[src/rtl/ble_cmd_controller.sv]
// -----------------------------------------------------------------------------
// ble_cmd_controller
//   Parses Bluefruit control-pad packets "!B<btn><0|1><csum>" from the UART
//   byte stream and validates the checksum. The checksum byte brings the
//   8-bit sum of all five bytes to 8'hFF. Accepted packets update a set of
//   pending button levels. The pending levels are committed to the gameplay
//   outputs only on new_frame_in, so gameplay sees inputs that stay constant
//   for a whole frame. Single clock domain (pixel clock).
//
// Ports
//   clk_in            in   1  pixel clock
//   rst_in            in   1  synchronous, active-high reset
//   byte_in           in   8  received UART byte
//   byte_valid_in     in   1  one-cycle strobe: byte_in valid
//   new_frame_in      in   1  one-cycle frame strobe
//   charging_hit_out  out  1  held level: hit button pressed
//   pan_left_out      out  1  held level: camera pan left
//   pan_right_out     out  1  held level: camera pan right
//   new_game_out      out  1  one-cycle pulse: start a new game
//   last_btn_out      out  4  low nibble of the last accepted button code
//   pkt_err_out       out  1  one-cycle pulse: packet dropped
// -----------------------------------------------------------------------------
module ble_cmd_controller #(
  parameter int unsigned TIMEOUT_CYCLES = 742_500,
  parameter logic [7:0]  HIT_BTN        = 8'h31,
  parameter logic [7:0]  RESET_BTN      = 8'h34,
  parameter logic [7:0]  LEFT_BTN       = 8'h37,
  parameter logic [7:0]  RIGHT_BTN      = 8'h38
) (
  input  logic       clk_in,
  input  logic       rst_in,
  input  logic [7:0] byte_in,
  input  logic       byte_valid_in,
  input  logic       new_frame_in,
  output logic       charging_hit_out,
  output logic       pan_left_out,
  output logic       pan_right_out,
  output logic       new_game_out,
  output logic [3:0] last_btn_out,
  output logic       pkt_err_out
);

  localparam logic [2:0] IDLE  = 3'd0;
  localparam logic [2:0] HDR_B = 3'd1;
  localparam logic [2:0] BTN   = 3'd2;
  localparam logic [2:0] PRESS = 3'd3;
  localparam logic [2:0] CSUM  = 3'd4;

  localparam int unsigned CNT_W = (TIMEOUT_CYCLES < 2) ? 1 : $clog2(TIMEOUT_CYCLES);
  localparam logic [CNT_W-1:0] CNT_LAST = CNT_W'(TIMEOUT_CYCLES - 1);

  localparam logic [7:0] SOF_BYTE = 8'h21;  // '!'
  localparam logic [7:0] TYP_BYTE = 8'h42;  // 'B'

  logic [2:0]       state_q, state_d;
  logic [7:0]       sum_q, sum_d;
  logic [7:0]       btn_q, btn_d;
  logic             press_q, press_d;
  logic [CNT_W-1:0] cnt_q, cnt_d;
  logic             pend_hit_q, pend_hit_d;
  logic             pend_left_q, pend_left_d;
  logic             pend_right_q, pend_right_d;
  logic             pend_ng_q, pend_ng_d;
  logic             hit_q, hit_d;
  logic             left_q, left_d;
  logic             right_q, right_d;
  logic             ng_q, ng_d;
  logic [3:0]       last_btn_q, last_btn_d;
  logic             err_q, err_d;

  logic [7:0] sum_next;
  logic       bad_byte;
  logic       accept;

  assign sum_next = sum_q + byte_in;

  always_comb begin
    // NOTE: every signal written here gets a default first, so no path can
    // leave one unassigned and infer a latch.
    state_d      = state_q;
    sum_d        = sum_q;
    btn_d        = btn_q;
    press_d      = press_q;
    cnt_d        = cnt_q;
    pend_hit_d   = pend_hit_q;
    pend_left_d  = pend_left_q;
    pend_right_d = pend_right_q;
    pend_ng_d    = pend_ng_q;
    hit_d        = hit_q;
    left_d       = left_q;
    right_d      = right_q;
    ng_d         = 1'b0;
    last_btn_d   = last_btn_q;
    err_d        = 1'b0;
    bad_byte     = 1'b0;
    accept       = 1'b0;

    // A byte always wins over a timeout expiring in the same cycle.
    if (byte_valid_in) begin
      cnt_d = '0;
      case (state_q)
        IDLE: begin
          if (byte_in == SOF_BYTE) begin
            state_d = HDR_B;
            sum_d   = SOF_BYTE;
          end
        end
        HDR_B: begin
          if (byte_in == TYP_BYTE) begin
            state_d = BTN;
            sum_d   = sum_next;
          end else begin
            bad_byte = 1'b1;
          end
        end
        BTN: begin
          if (byte_in >= 8'h31 && byte_in <= 8'h38) begin
            state_d = PRESS;
            btn_d   = byte_in;
            sum_d   = sum_next;
          end else begin
            bad_byte = 1'b1;
          end
        end
        PRESS: begin
          if (byte_in == 8'h30 || byte_in == 8'h31) begin
            state_d = CSUM;
            press_d = byte_in[0];
            sum_d   = sum_next;
          end else begin
            bad_byte = 1'b1;
          end
        end
        CSUM: begin
          // '!' here is just a checksum value, never a restart.
          state_d = IDLE;
          if (sum_next == 8'hFF) accept = 1'b1;
          else                   err_d  = 1'b1;
        end
        default: state_d = IDLE;
      endcase

      // A stray '!' mid-packet most likely starts the next packet.
      if (bad_byte) begin
        err_d = 1'b1;
        if (byte_in == SOF_BYTE) begin
          state_d = HDR_B;
          sum_d   = SOF_BYTE;
        end else begin
          state_d = IDLE;
        end
      end
    end else if (state_q != IDLE) begin
      if (cnt_q == CNT_LAST) begin
        state_d = IDLE;
        cnt_d   = '0;
        err_d   = 1'b1;
      end else begin
        cnt_d = cnt_q + 1'b1;
      end
    end

    // Commit uses the pending values registered before this cycle, so a
    // packet accepted in the same cycle lands on the following frame.
    if (new_frame_in) begin
      hit_d     = pend_hit_q;
      left_d    = pend_left_q;
      right_d   = pend_right_q;
      ng_d      = pend_ng_q;
      pend_ng_d = 1'b0;
    end

    // Placed after the commit so a same-cycle reset press survives the clear.
    if (accept) begin
      last_btn_d = btn_q[3:0];
      if (btn_q == HIT_BTN)   pend_hit_d   = press_q;
      if (btn_q == LEFT_BTN)  pend_left_d  = press_q;
      if (btn_q == RIGHT_BTN) pend_right_d = press_q;
      if (btn_q == RESET_BTN && press_q) pend_ng_d = 1'b1;
    end
  end

  always_ff @(posedge clk_in) begin
    // NOTE: state registers use non-blocking assignments so every register
    // samples the pre-edge values regardless of statement order.
    if (rst_in) begin
      state_q      <= IDLE;
      sum_q        <= '0;
      btn_q        <= '0;
      press_q      <= 1'b0;
      cnt_q        <= '0;
      pend_hit_q   <= 1'b0;
      pend_left_q  <= 1'b0;
      pend_right_q <= 1'b0;
      pend_ng_q    <= 1'b0;
      hit_q        <= 1'b0;
      left_q       <= 1'b0;
      right_q      <= 1'b0;
      ng_q         <= 1'b0;
      last_btn_q   <= '0;
      err_q        <= 1'b0;
    end else begin
      state_q      <= state_d;
      sum_q        <= sum_d;
      btn_q        <= btn_d;
      press_q      <= press_d;
      cnt_q        <= cnt_d;
      pend_hit_q   <= pend_hit_d;
      pend_left_q  <= pend_left_d;
      pend_right_q <= pend_right_d;
      pend_ng_q    <= pend_ng_d;
      hit_q        <= hit_d;
      left_q       <= left_d;
      right_q      <= right_d;
      ng_q         <= ng_d;
      last_btn_q   <= last_btn_d;
      err_q        <= err_d;
    end
  end

  assign charging_hit_out = hit_q;
  assign pan_left_out     = left_q;
  assign pan_right_out    = right_q;
  assign new_game_out     = ng_q;
  assign last_btn_out     = last_btn_q;
  assign pkt_err_out      = err_q;

endmodule
[config.mk]
export PLATFORM = sky130hd
export DESIGN_NAME = ble_cmd_controller
export DESIGN_NICKNAME = d
export VERILOG_FILES = /design/src/rtl/ble_cmd_controller.sv
export SDC_FILE = /design/constraint.sdc
export NUM_CORES = 1
export LEC_CHECK = 0
export ABC_AREA = 1
export CAP_MARGIN = 20
export CORE_MARGIN = 1.5
export CORE_UTILIZATION = 35
export DETAILED_ROUTE_END_ITERATION = 16
export PLACE_DENSITY = 0.62
export SLEW_MARGIN = 40
export SYNTH_ARGS = -nofsm -noshare
export SYNTH_HDL_FRONTEND = slang
export SYNTH_SLANG_ARGS = --single-unit
export TNS_END_PERCENT = 5
[constraint.sdc]
create_clock -name clk_in -period 2 [get_ports clk_in]
set_input_delay 0.4 -clock clk_in [delete_from_list [all_inputs] [get_ports clk_in]]
set_output_delay 0.4 -clock clk_in [all_outputs]
set_load 0.01 [all_outputs]
==> impl_metrics.csv <==
group,metric,value,unit
status,status,"finished with violations",
status,violations,"negative setup slack",
timing,worst_pin_slew,0.5635,ns
detailed_routing,ant_nets,0,
run,maxCapViolCount,0,
critical_path,worstPathMaxFanout,6,
placed_design,dp_hpwl,6233,µm
clock_network,postCtsHoldBufs,0,
yosys,synth_area_leaders,"dfxtp_1 32%, nand2_1 16%, inv_1 7.3%, nand3_1 6.7%, nor2_1 6.5%",
floorplan,io_pins,21,
placed_design,dp_cells,684,
critical_path,arrival,2.35,ns
finish,layout_common_cells,"139 x nand2_1, 64 x inv_1, 54 x nor2_1, 50 x dfxtp_1, 48 x buf_4",
timing,finalSetupViolations,9,
min_path,hp-class,"register to register",
critical_path,crit_slowest_cell,"fa_2",
yosys,synth_area_per_cell,6.347,µm²
detailed_routing,drt_iter0_drc,188,
finish,postLayoutCellArea,0.004224,mm²
critical_path,max_stage_delay,0.52,ns
timing,max_freq,469.1,MHz
floorplan,core,0.009196,mm²
clock_network,cts_htree_levels,2,
floorplan,fp.dieArea,0.01004,mm²
placed_design,routabilityCongestion,0.9118,
timing,rsz0062_at_grt,"yes",
timing,fin_setup_tns,-0.6654,ns
yosys,ys_seq_area_frac,0.3208,
timing,fin_worst_skew,0.009513,ns
yosys,netlist_area,0.003307,mm²
min_path,worstHoldStart,"btn_q[7]",
timing,setup_slack,-0.1318,ns
critical_path,cpLargestDelayFamily,"simple AND/OR/NAND/NOR gates",
timing,finalCriticalPeriod,2.132,ns
detailed_routing,via_per_inst,5.047,
clock_network,insertion_delay,0.31,ns
placed_design,portBuffers,20,
global_routing,grt_use_total,0.1712,
clock_network,clock-root-buffer,"clkbuf_8",
timing,slew_violations,0,
floorplan,std_cell_rows,35,
placed_design,post_dp_cell_area,0.003923,mm²
global_routing,grt_start_max_net_pins,19,
critical_path,rrSetupSlack,-0.13,ns
yosys,synthFlopType,"dfxtp_1",
finish,stdcell_count,696,
floorplan,initial_core_util,0.3596,
global_routing,antenna_found_initial,0,
critical_path,r2r-end,"pend_right_q",
clock_network,path_clk_slew,0.11,ns
finish,final_common_cell,"nand2_1",
critical_path,crit_end,"pend_right_q",
global_routing,grt_pass1_wl,14230,µm
critical_path,path_depth,12,
floorplan,die_w,100.2,µm
detailed_routing,first_pass_iters,4,
finish,drive_above_1_share,0.1761,
timing,fin_crit_sh,1.066,
critical_path,rr_worst_depth,12,
global_routing,grt_pass1_vias,3235,
yosys,synth_cell_types,35,
detailed_routing,drc,0,
global_routing,overflow,0,
critical_path,r2r_start,"sum_q[0]",
floorplan,die-height,100.2,µm
critical_path,crit_type,"register to register",
yosys,synth-async-reset-ratio,0,
detailed_routing,routed_wl,8436,µm
critical_path,crit_required,2.22,ns
finish,antenna_cells,0,
clock_network,clock-sinks,53,
yosys,ys_ff_latch,53,
detailed_routing,wire_per_inst,12.12,µm
power_and_ir_drop,p_leak,1.803,nW
yosys,synth_fp_nets,542,
critical_path,critPathLaunchType,"register",
power_and_ir_drop,power.density,484.0,mW/mm²
power_and_ir_drop,ir_worst_vdd,0.2838,mV
timing,hold_violations,0,
timing,slew_headroom,0.6209,
finish,syn_to_final_growth,27.73,%
yosys,synth_warnings,0,
clock_network,cts_made_buffers,5,
clock_network,clockBufferDepth,2,
critical_path,path_buf_inv,1,
critical_path,startpoint,"sum_q[0]",
yosys,syn_inst,521,
clock_network,cts_tree,"built",
finish,nets,605,
critical_path,end_kind,"register",
power_and_ir_drop,finalPower,2.044,mW
detailed_routing,vias,3513,
yosys,synth_edf_count,0,
finish,fin_util,0.4593,
yosys,synth_top_area_share,0.3208,
yosys,synth.largest_area_cell,"dfxtp_1",
critical_path,path_cells,"ha_4 -> fa_2 -> nand2_1 -> nor2_1 -> nand3_1 -> nor2_2 -> nand2_2 -> nor2_4 -> buf_12 -> nand4_1 -> nand2_1 -> nor2_1",
[worst reg2reg max path: cells and delay by family (launching register included)]
kind	cells	cell delay (ns)
adders and majority gates	2	0.68
buffers and inverters	1	0.15
and+or+nand+nor	9	0.82
DFF	1	0.38
[flip-flops by register name (all words and copies together) (netlist names), 3 cells and up]
| name | flops |
|---|---|
| btn_q | 8 |
| cnt_q | 20 |
| last_btn_out | 4 |
| state_q | 3 |
| sum_q | 8 |
[how the worst min path moves through the flow]
stage                               to  cells after the start
after detailed placement      btn_q[7]                      2
after CTS                     btn_q[7]                      2
after global routing      new_game_out                      2
final                         btn_q[7]                      2
after floorplan           new_game_out                      2
after global placement    new_game_out                      2
[report_power, final]
group	total, mW	internal [mW]	switching, mW
Clock	0.652	0.256	0.396
Combinational	0.316	0.141	0.175
Sequential	1.08	1.07	0.0107
Total	2.04	1.46	0.582
[kinds of logic (layout without fill, tap and decap cells)]
logic type	Yosys count	in the layout	share of synthesized area
compound gates	59	59	0.09497
xor+xnor	6	6	0.01589
fa+ha+maj	9	9	0.03632
buf+inv	82	146	0.09875
flops	53	53	0.3208
simple gates	312	312	0.4332
[per-layer routing]
metal  GRT usage  routed length, µm  up-vias
li1            -                  -     1823
met2      0.3014               4202       64
met5           0                  0        -
met4     0.03575                 65        0
met1      0.2218               3887     1620
met3     0.02577                281        6
[Yosys cell counts, types with 2 or more instances]
library cell	instances
dfxtp_1	53
nand3_2	2
nand3_1	44
nor4_1	4
nor3_2	4
a21oi_1	34
nand4_1	23
nand3b_1	3
nor2_4	2
xor2_1	5
nor3_1	17
clkbuf_1	8
nor2_1	57
nand2_1	144
buf_6	2
buf_2	3
inv_1	64
inv_2	3
nor3b_1	4
nand2_2	4
a211oi_1	2
o21ai_0	17
ha_1	8
o21bai_1	3
[stage by stage]
step	hold WS [ns]	setup WS, ns
5_1_grt	0.4777	-0.2445
3_5_place_dp	0.4401	-0.7587
3_3_place_gp	0.4245	-0.6543
4_1_cts	0.4570	-0.2448
6_report	0.4549	-0.1318
2_1_floorplan	0.4166	-0.02903
[area by class of cell]
class | instances | area (µm²)
flip-flops and latches | 53 | 1067
repair buffers | 70 | 614.3
multi-input cells | 386 | 2053
well taps | 111 | 138.9
clock inverters | 3 | 26.28
clock buffers | 5 | 68.82
fillers | 937 | 4972
inverters | 68 | 255.2
[what timing repair did]
action                                 CTS  global route
gates resized for setup                 14            22
pin swaps                               12            16
cloned                                   1             0
endpoints found under the hold margin    0             0
setup endpoints to repair               15            24
setup buffers                            4             0
(Power assumes the default switching activity.)
